--- config.mk ---
export PLATFORM = sky130hd
export DESIGN_NAME = mem_port_arbiter
export DESIGN_NICKNAME = d
export VERILOG_FILES = /design/src/rtl/mem_arb_pkg.sv /design/src/rtl/mem_rsp_pipe.sv /design/src/rtl/mem_port_arbiter.sv
export SDC_FILE = /design/constraint.sdc
export NUM_CORES = 1
export LEC_CHECK = 0
export ABC_AREA = 1
export BUFFER_PORTS_ARGS = -buffer_cell sky130_fd_sc_hd__buf_2
export CORE_MARGIN = 2
export CORE_UTILIZATION = 45
export DETAILED_ROUTE_END_ITERATION = 10
export GPL_ROUTABILITY_DRIVEN = 1
export PLACE_DENSITY = 0.84
export SLEW_MARGIN = 40
export SYNTH_ARGS = -nofsm -noshare
export SYNTH_HDL_FRONTEND = slang
export SYNTH_HIERARCHICAL = 1
export SYNTH_SLANG_ARGS = --single-unit
--- constraint.sdc ---
create_clock -name clk -period 1.5 [get_ports clk]
set_input_delay 0.3 -clock clk [delete_from_list [all_inputs] [get_ports clk]]
set_output_delay 0.3 -clock clk [all_outputs]
set_load 0.02 [all_outputs]
--- src/rtl/mem_arb_pkg.sv ---
// Shared types and constants for the memory port arbiter and its response pipe.
package mem_arb_pkg;

   typedef enum logic {
      OWNER_F = 1'b0,
      OWNER_D = 1'b1
   } mem_owner_t;

   typedef enum logic {
      UNLOCKED = 1'b0,
      LOCKED   = 1'b1
   } lock_state_t;

   typedef struct packed {
      logic       valid;
      mem_owner_t owner;
   } rsp_tag_t;

   localparam logic [1:0] MEM_BE_NONE = 2'b00;

endpackage

--- src/rtl/mem_rsp_pipe.sv ---
// Read-return tag pipeline: tracks who issued each read and steers mem_rdata
// back to that requester when the memory presents it.
module mem_rsp_pipe
   import mem_arb_pkg::*;
#(
   parameter int DATA_W       = 16,
   parameter int READ_LATENCY = 1
) (
   input  logic              clk,
   input  logic              rst_async_n,
   input  logic              push_valid,
   input  mem_owner_t        push_owner,
   input  logic [DATA_W-1:0] mem_rdata,
   output logic              f_rvalid,
   output logic [DATA_W-1:0] f_rdata,
   output logic              d_rvalid,
   output logic [DATA_W-1:0] d_rdata
);

   rsp_tag_t          tag_r [READ_LATENCY];
   rsp_tag_t          out_tag_s;
   logic [DATA_W-1:0] f_hold_r;
   logic [DATA_W-1:0] d_hold_r;

   // Tag shift register; stage 0 is loaded in the issue cycle.
   always_ff @(posedge clk or negedge rst_async_n) begin
      if (!rst_async_n) begin
         for (int i = 0; i < READ_LATENCY; i++) begin
            tag_r[i] <= '{valid: 1'b0, owner: OWNER_F};
         end
      end else begin
         tag_r[0] <= '{valid: push_valid, owner: push_owner};
         for (int i = 1; i < READ_LATENCY; i++) begin
            tag_r[i] <= tag_r[i-1];
         end
      end
   end

   // Output stage: the last tag lines up with the cycle mem_rdata is valid.
   always_comb begin
      out_tag_s = tag_r[READ_LATENCY-1];
      f_rvalid  = out_tag_s.valid && (out_tag_s.owner == OWNER_F);
      d_rvalid  = out_tag_s.valid && (out_tag_s.owner == OWNER_D);
      f_rdata   = f_rvalid ? mem_rdata : f_hold_r;
      d_rdata   = d_rvalid ? mem_rdata : d_hold_r;
   end

   // Each requester keeps its last returned word until its next read returns.
   always_ff @(posedge clk or negedge rst_async_n) begin
      if (!rst_async_n) begin
         f_hold_r <= '0;
         d_hold_r <= '0;
      end else begin
         if (f_rvalid) begin
            f_hold_r <= mem_rdata;
         end
         if (d_rvalid) begin
            d_hold_r <= mem_rdata;
         end
      end
   end

endmodule

--- src/rtl/mem_port_arbiter.sv ---
// Shares one pipelined synchronous memory port between fetch (F) and
// load/store (D): round-robin with a fetch lock for multi-word fetches.
module mem_port_arbiter
   import mem_arb_pkg::*;
#(
   parameter int ADDR_W       = 13,
   parameter int DATA_W       = 16,
   parameter int READ_LATENCY = 1
) (
   input  logic              clk,
   input  logic              rst_async_n,
   input  logic              f_req,
   input  logic              f_lock,
   input  logic [ADDR_W-1:0] f_addr,
   output logic              f_gnt,
   output logic              f_rvalid,
   output logic [DATA_W-1:0] f_rdata,
   input  logic              d_req,
   input  logic              d_we,
   input  logic [1:0]        d_be,
   input  logic [ADDR_W-1:0] d_addr,
   input  logic [DATA_W-1:0] d_wdata,
   output logic              d_gnt,
   output logic              d_rvalid,
   output logic [DATA_W-1:0] d_rdata,
   output logic [ADDR_W-1:0] mem_addr,
   output logic              mem_we,
   output logic [1:0]        mem_be,
   output logic [DATA_W-1:0] mem_wdata,
   input  logic [DATA_W-1:0] mem_rdata
);

   lock_state_t       lock_state_r;
   lock_state_t       lock_next_s;
   mem_owner_t        last_winner_r;
   logic [ADDR_W-1:0] addr_hold_r;
   logic              lock_active_s;
   logic              f_win_s;
   logic              d_win_s;
   logic              push_valid_s;
   mem_owner_t        push_owner_s;

   // Winner selection; grants are forced low while reset is asserted.
   always_comb begin
      f_win_s       = 1'b0;
      d_win_s       = 1'b0;
      lock_active_s = (lock_state_r == LOCKED) && f_lock;
      if (!rst_async_n) begin
         f_win_s = 1'b0;
         d_win_s = 1'b0;
      end else if (f_req && d_req) begin
         if (lock_active_s || (last_winner_r == OWNER_D)) begin
            f_win_s = 1'b1;
         end else begin
            d_win_s = 1'b1;
         end
      end else begin
         f_win_s = f_req;
         d_win_s = d_req;
      end
   end

   // Memory port drive follows the winner in its grant cycle.
   always_comb begin
      mem_addr  = addr_hold_r;
      mem_we    = 1'b0;
      mem_be    = MEM_BE_NONE;
      mem_wdata = '0;
      if (f_win_s) begin
         mem_addr = f_addr;
      end else if (d_win_s) begin
         mem_addr  = d_addr;
         mem_we    = d_we;
         mem_be    = d_we ? d_be : MEM_BE_NONE;
         mem_wdata = d_we ? d_wdata : '0;
      end else begin
         mem_addr = addr_hold_r;
      end
      f_gnt        = f_win_s;
      d_gnt        = d_win_s;
      push_valid_s = f_win_s || (d_win_s && !d_we);
      push_owner_s = d_win_s ? OWNER_D : OWNER_F;
   end

   // Lock next-state: enter on a locked fetch grant, leave when f_lock drops.
   always_comb begin
      lock_next_s = lock_state_r;
      case (lock_state_r)
         UNLOCKED: lock_next_s = (f_win_s && f_lock) ? LOCKED : UNLOCKED;
         LOCKED:   lock_next_s = f_lock ? LOCKED : UNLOCKED;
         default:  lock_next_s = UNLOCKED;
      endcase
   end

   // Arbitration state and the held memory address.
   always_ff @(posedge clk or negedge rst_async_n) begin
      if (!rst_async_n) begin
         lock_state_r  <= UNLOCKED;
         last_winner_r <= OWNER_D;
         addr_hold_r   <= '0;
      end else begin
         lock_state_r <= lock_next_s;
         addr_hold_r  <= mem_addr;
         if (f_win_s) begin
            last_winner_r <= OWNER_F;
         end else if (d_win_s) begin
            last_winner_r <= OWNER_D;
         end
      end
   end

   mem_rsp_pipe #(
      .DATA_W       (DATA_W),
      .READ_LATENCY (READ_LATENCY)
   ) u_rsp_pipe (
      .clk         (clk),
      .rst_async_n (rst_async_n),
      .push_valid  (push_valid_s),
      .push_owner  (push_owner_s),
      .mem_rdata   (mem_rdata),
      .f_rvalid    (f_rvalid),
      .f_rdata     (f_rdata),
      .d_rvalid    (d_rvalid),
      .d_rdata     (d_rdata)
   );

endmodule

==> metrics.csv <==
metric,value,unit
worstPathArrival,1.72,ns
hold_ws,0.0874,ns
synthXorXnorAreaFrac,0,
seqPwrFrac,0.296,
switching_share,0.437,
crit_required,1.20,ns
rsz0062_at_grt,yes,
worstSetupEndpointType,primary output,
fin_total_pwr,6.87,mW
cts_tree,done,
skew,0.0168,ns
intPower,3.87,mW
die_w,79,um
syn2layout_area_growth,108,%
r2r_cells,7,
critPathTopFamily,flip-flops,
clock-root-buffer,clkbuf_8,
drive_gt1_frac,0.709,
relSlewSlack,0.694,
synthAdderAreaFrac,0,
cts_made_buffers,5,
clock_latency,0.31,ns
synth_area_leaders,"dfrtp_1 (47%), nand2_1 (17%), nand3_1 (10%), inv_1 (4.6%), nand3_2 (3.2%)",
hold_viol,0,
crit_type,flip-flop to primary output,
rows,27,
dieArea,6240,um2
port-buffer-count,133,
routabilityCongestion,0.811,
outcome,finished with violations,
fillers,113,
p_clk_frac,0.122,
path_buf_inv,3,
yosysTopAreaCell,dfrtp_1,
seq_area_frac_synth,0.485,
period_needed,2.02,ns
drt_iter0_markers,398,
dp_cells,518,
muxShareOfSynthArea,0,
drv_slew,0,
initial_utilization,0.463,
worst-r2r-setup-slack,0,ns
diodes,0,
antenna_found_initial,0,
ant_nets,0,
fin_cells,594,
worstPathMaxFanout,9,
power.net_switching,3.01,mW
cp-startpoint,last_winner_r,
avgViaCountPerCell,6.07,
setup_viol,69,
path_cells,inv_2 -> nand2_2 -> nand2_4 -> buf_6 -> nand3_1 -> nand3_1 -> nand2_2 -> buf_6,
synth_fp_nets,380,
slowest_stage,dfstp_2,
p_comb_frac,0.582,
dp_slack,-0.0805,ns
synth_top_area_frac,0.475,
cts_buffer_depth,2,
fin_ws,-0.518,ns
regArea,1230,um2
synth_top_family_by_area,simple AND/OR/NAND/NOR gates,
ys_ff_latch,49,
cts.clk_slew.worst_paths,0.11,ns
num_vias,3608,
grt_max_degree,36,
fin_nets,587,
yosysUniqueCellTypes,19,
grt_pass1_wl,16.7,mm
track_usage,0.352,
r2r_end,addr_hold_r[1],
max-cap-violations,0,
final_min_period_over_clock_period,1.35,
io_pins,134,
synth-compound-area-share,0.00544,
multi_input_area,1880,um2
globalRouteOverflowTotal,0,
grt_pass1_vias,3131,
netlist_area,2530,um2
floorplan.core_area,5470,um2
ys_warn_count,6,
reg2reg_from,last_winner_r,
wirelength,15.9,mm
drc,0,
slowest_delay,0.56,ns
hp-class,input pin to async pin,
clock_sinks,49,
die_h,79,um
cellLeakagePower,2.65,nW
violations,negative setup slack,
worst_pin_slew,0.459,ns
cts_htree_levels,2,
fmax,495,MHz
yosys.area_share.simple,0.388,
peakVddDrop,0.828,mV
dp_hpwl,4.68,mm
avgSynthCellArea,8.06,um2
cellPowerDensity,1310,nW/um2
worst_setup_path_start_kind,flip-flop,
dr.pass1.iters,6,
wl_per_cell,26.8,um
tns,-25.08,ns
postSynthCellCount,314,
## stage by stage
step | util | area [um2]
after floorplan | - | 2530
after global placement | 0.600 | 3290
after detailed placement | 0.600 | 3290
after CTS | 0.843 | 4610
after global routing | 0.962 | 5270
final | 0.962 | 5270
## cell type report
class                      count  share of cell area
tap                           72              0.0171
clock inverter                 2             0.00285
timing repair buffer         211               0.334
inverter                      35              0.0302
clock buffer                   6              0.0138
timing repair inverter         3              0.0105
sequential                    49               0.234
multi-input combinational    216               0.357
## flip-flops by register name, summed over array words and instances, names as in the netlist
register and flops:
addr_hold_r 13, last_winner_r 1, lock_state_r 1, u_rsp_pipe/d_hold_r 16
u_rsp_pipe/f_hold_r 16, u_rsp_pipe/out_tag_s 2
## synthesized netlist by cell type
cell,n
a21oi_2,1
buf_12,1
buf_4,9
buf_6,5
buf_8,1
clkbuf_1,2
dfrtp_1,48
dfstp_2,1
inv_1,31
inv_2,2
inv_6,2
nand2_1,117
nand2_2,10
nand2_4,3
nand2_8,2
nand3_1,51
nand3_2,8
nor2_1,19
o21ai_1,1
## layout by cell type, fill, tap and decap left out, types with 3 or more instances in the layout
master     n
buf_12     7
nor2_1    19
inv_1     29
nand3_1   15
nand3_2   24
nand2_1   40
buf_2     83
nand2_8    8
nand3_4   20
buf_6     60
clkbuf_8   5
inv_2      3
nand2_4   54
dfrtp_1   46
buf_16     3
nand2_2   34
clkinv_8   3
buf_4     56
## power by group through the flow
| stage | clock network, mW | logic, mW | registers, mW |
|---|---|---|---|
| final | 0.838 | 4.00 | 2.03 |
| after global routing | 0.884 | 4.08 | 2.03 |
| after CTS | 0.790 | 3.05 | 1.83 |
| after detailed placement | 0 | 1.76 | 1.80 |
| after global placement | 0 | 1.72 | 1.78 |
| after floorplan | 0 | 1.17 | 1.76 |
## what timing repair did
action | in CTS | in global routing
pin swaps | 38 | 38
setup buffers | 38 | 30
setup endpoints to repair | 68 | 72
cloned | 9 | 1
hold buffers | 1 | 0
endpoints found under the hold margin | 11 | 0
resized for setup | 241 | 92
## worst max-delay path by stage
stage,end,slack (ns),cells past startpoint
floorplan,mem_addr[10],0.008,7
global placement,mem_addr[4],-0.04,8
detailed placement,mem_addr[11],-0.08,8
CTS,mem_wdata[11],-0.37,7
global route,mem_wdata[13],-0.58,7
finish,mem_addr[3],-0.52,8
## worst register-to-register path, delay by kind of cell, from the launching register on
| family | cells | cell delay (ns) |
|---|---|---|
| buffers and inverters | 3 | 0.37 |
| flip-flops | 1 | 0.56 |
| AND/OR/NAND/NOR | 4 | 0.46 |
## cells by family (layout without fill, tap and decap cells)
| family | count (synthesis) | in the layout |
|---|---|---|
| AOI/OAI and AO/OA | 2 | 2 |
| and+or+nand+nor | 210 | 214 |
| DFF | 49 | 49 |
| buffers and inverters | 53 | 257 |
## metal layers
metal / part of all wire / global-route usage / wire (um) / vias to the layer above
met4: 0.075 / 0.172 / 1190 / 0
met3: 0.13 / 0.114 / 2130 / 122
met1: 0.33 / 0.415 / 5250 / 1669
li1: - / - / - / 1382
met5: 0 / 0 / 0 / -
met2: 0.46 / 0.579 / 7350 / 435
Power figures use the tool's default switching activity.
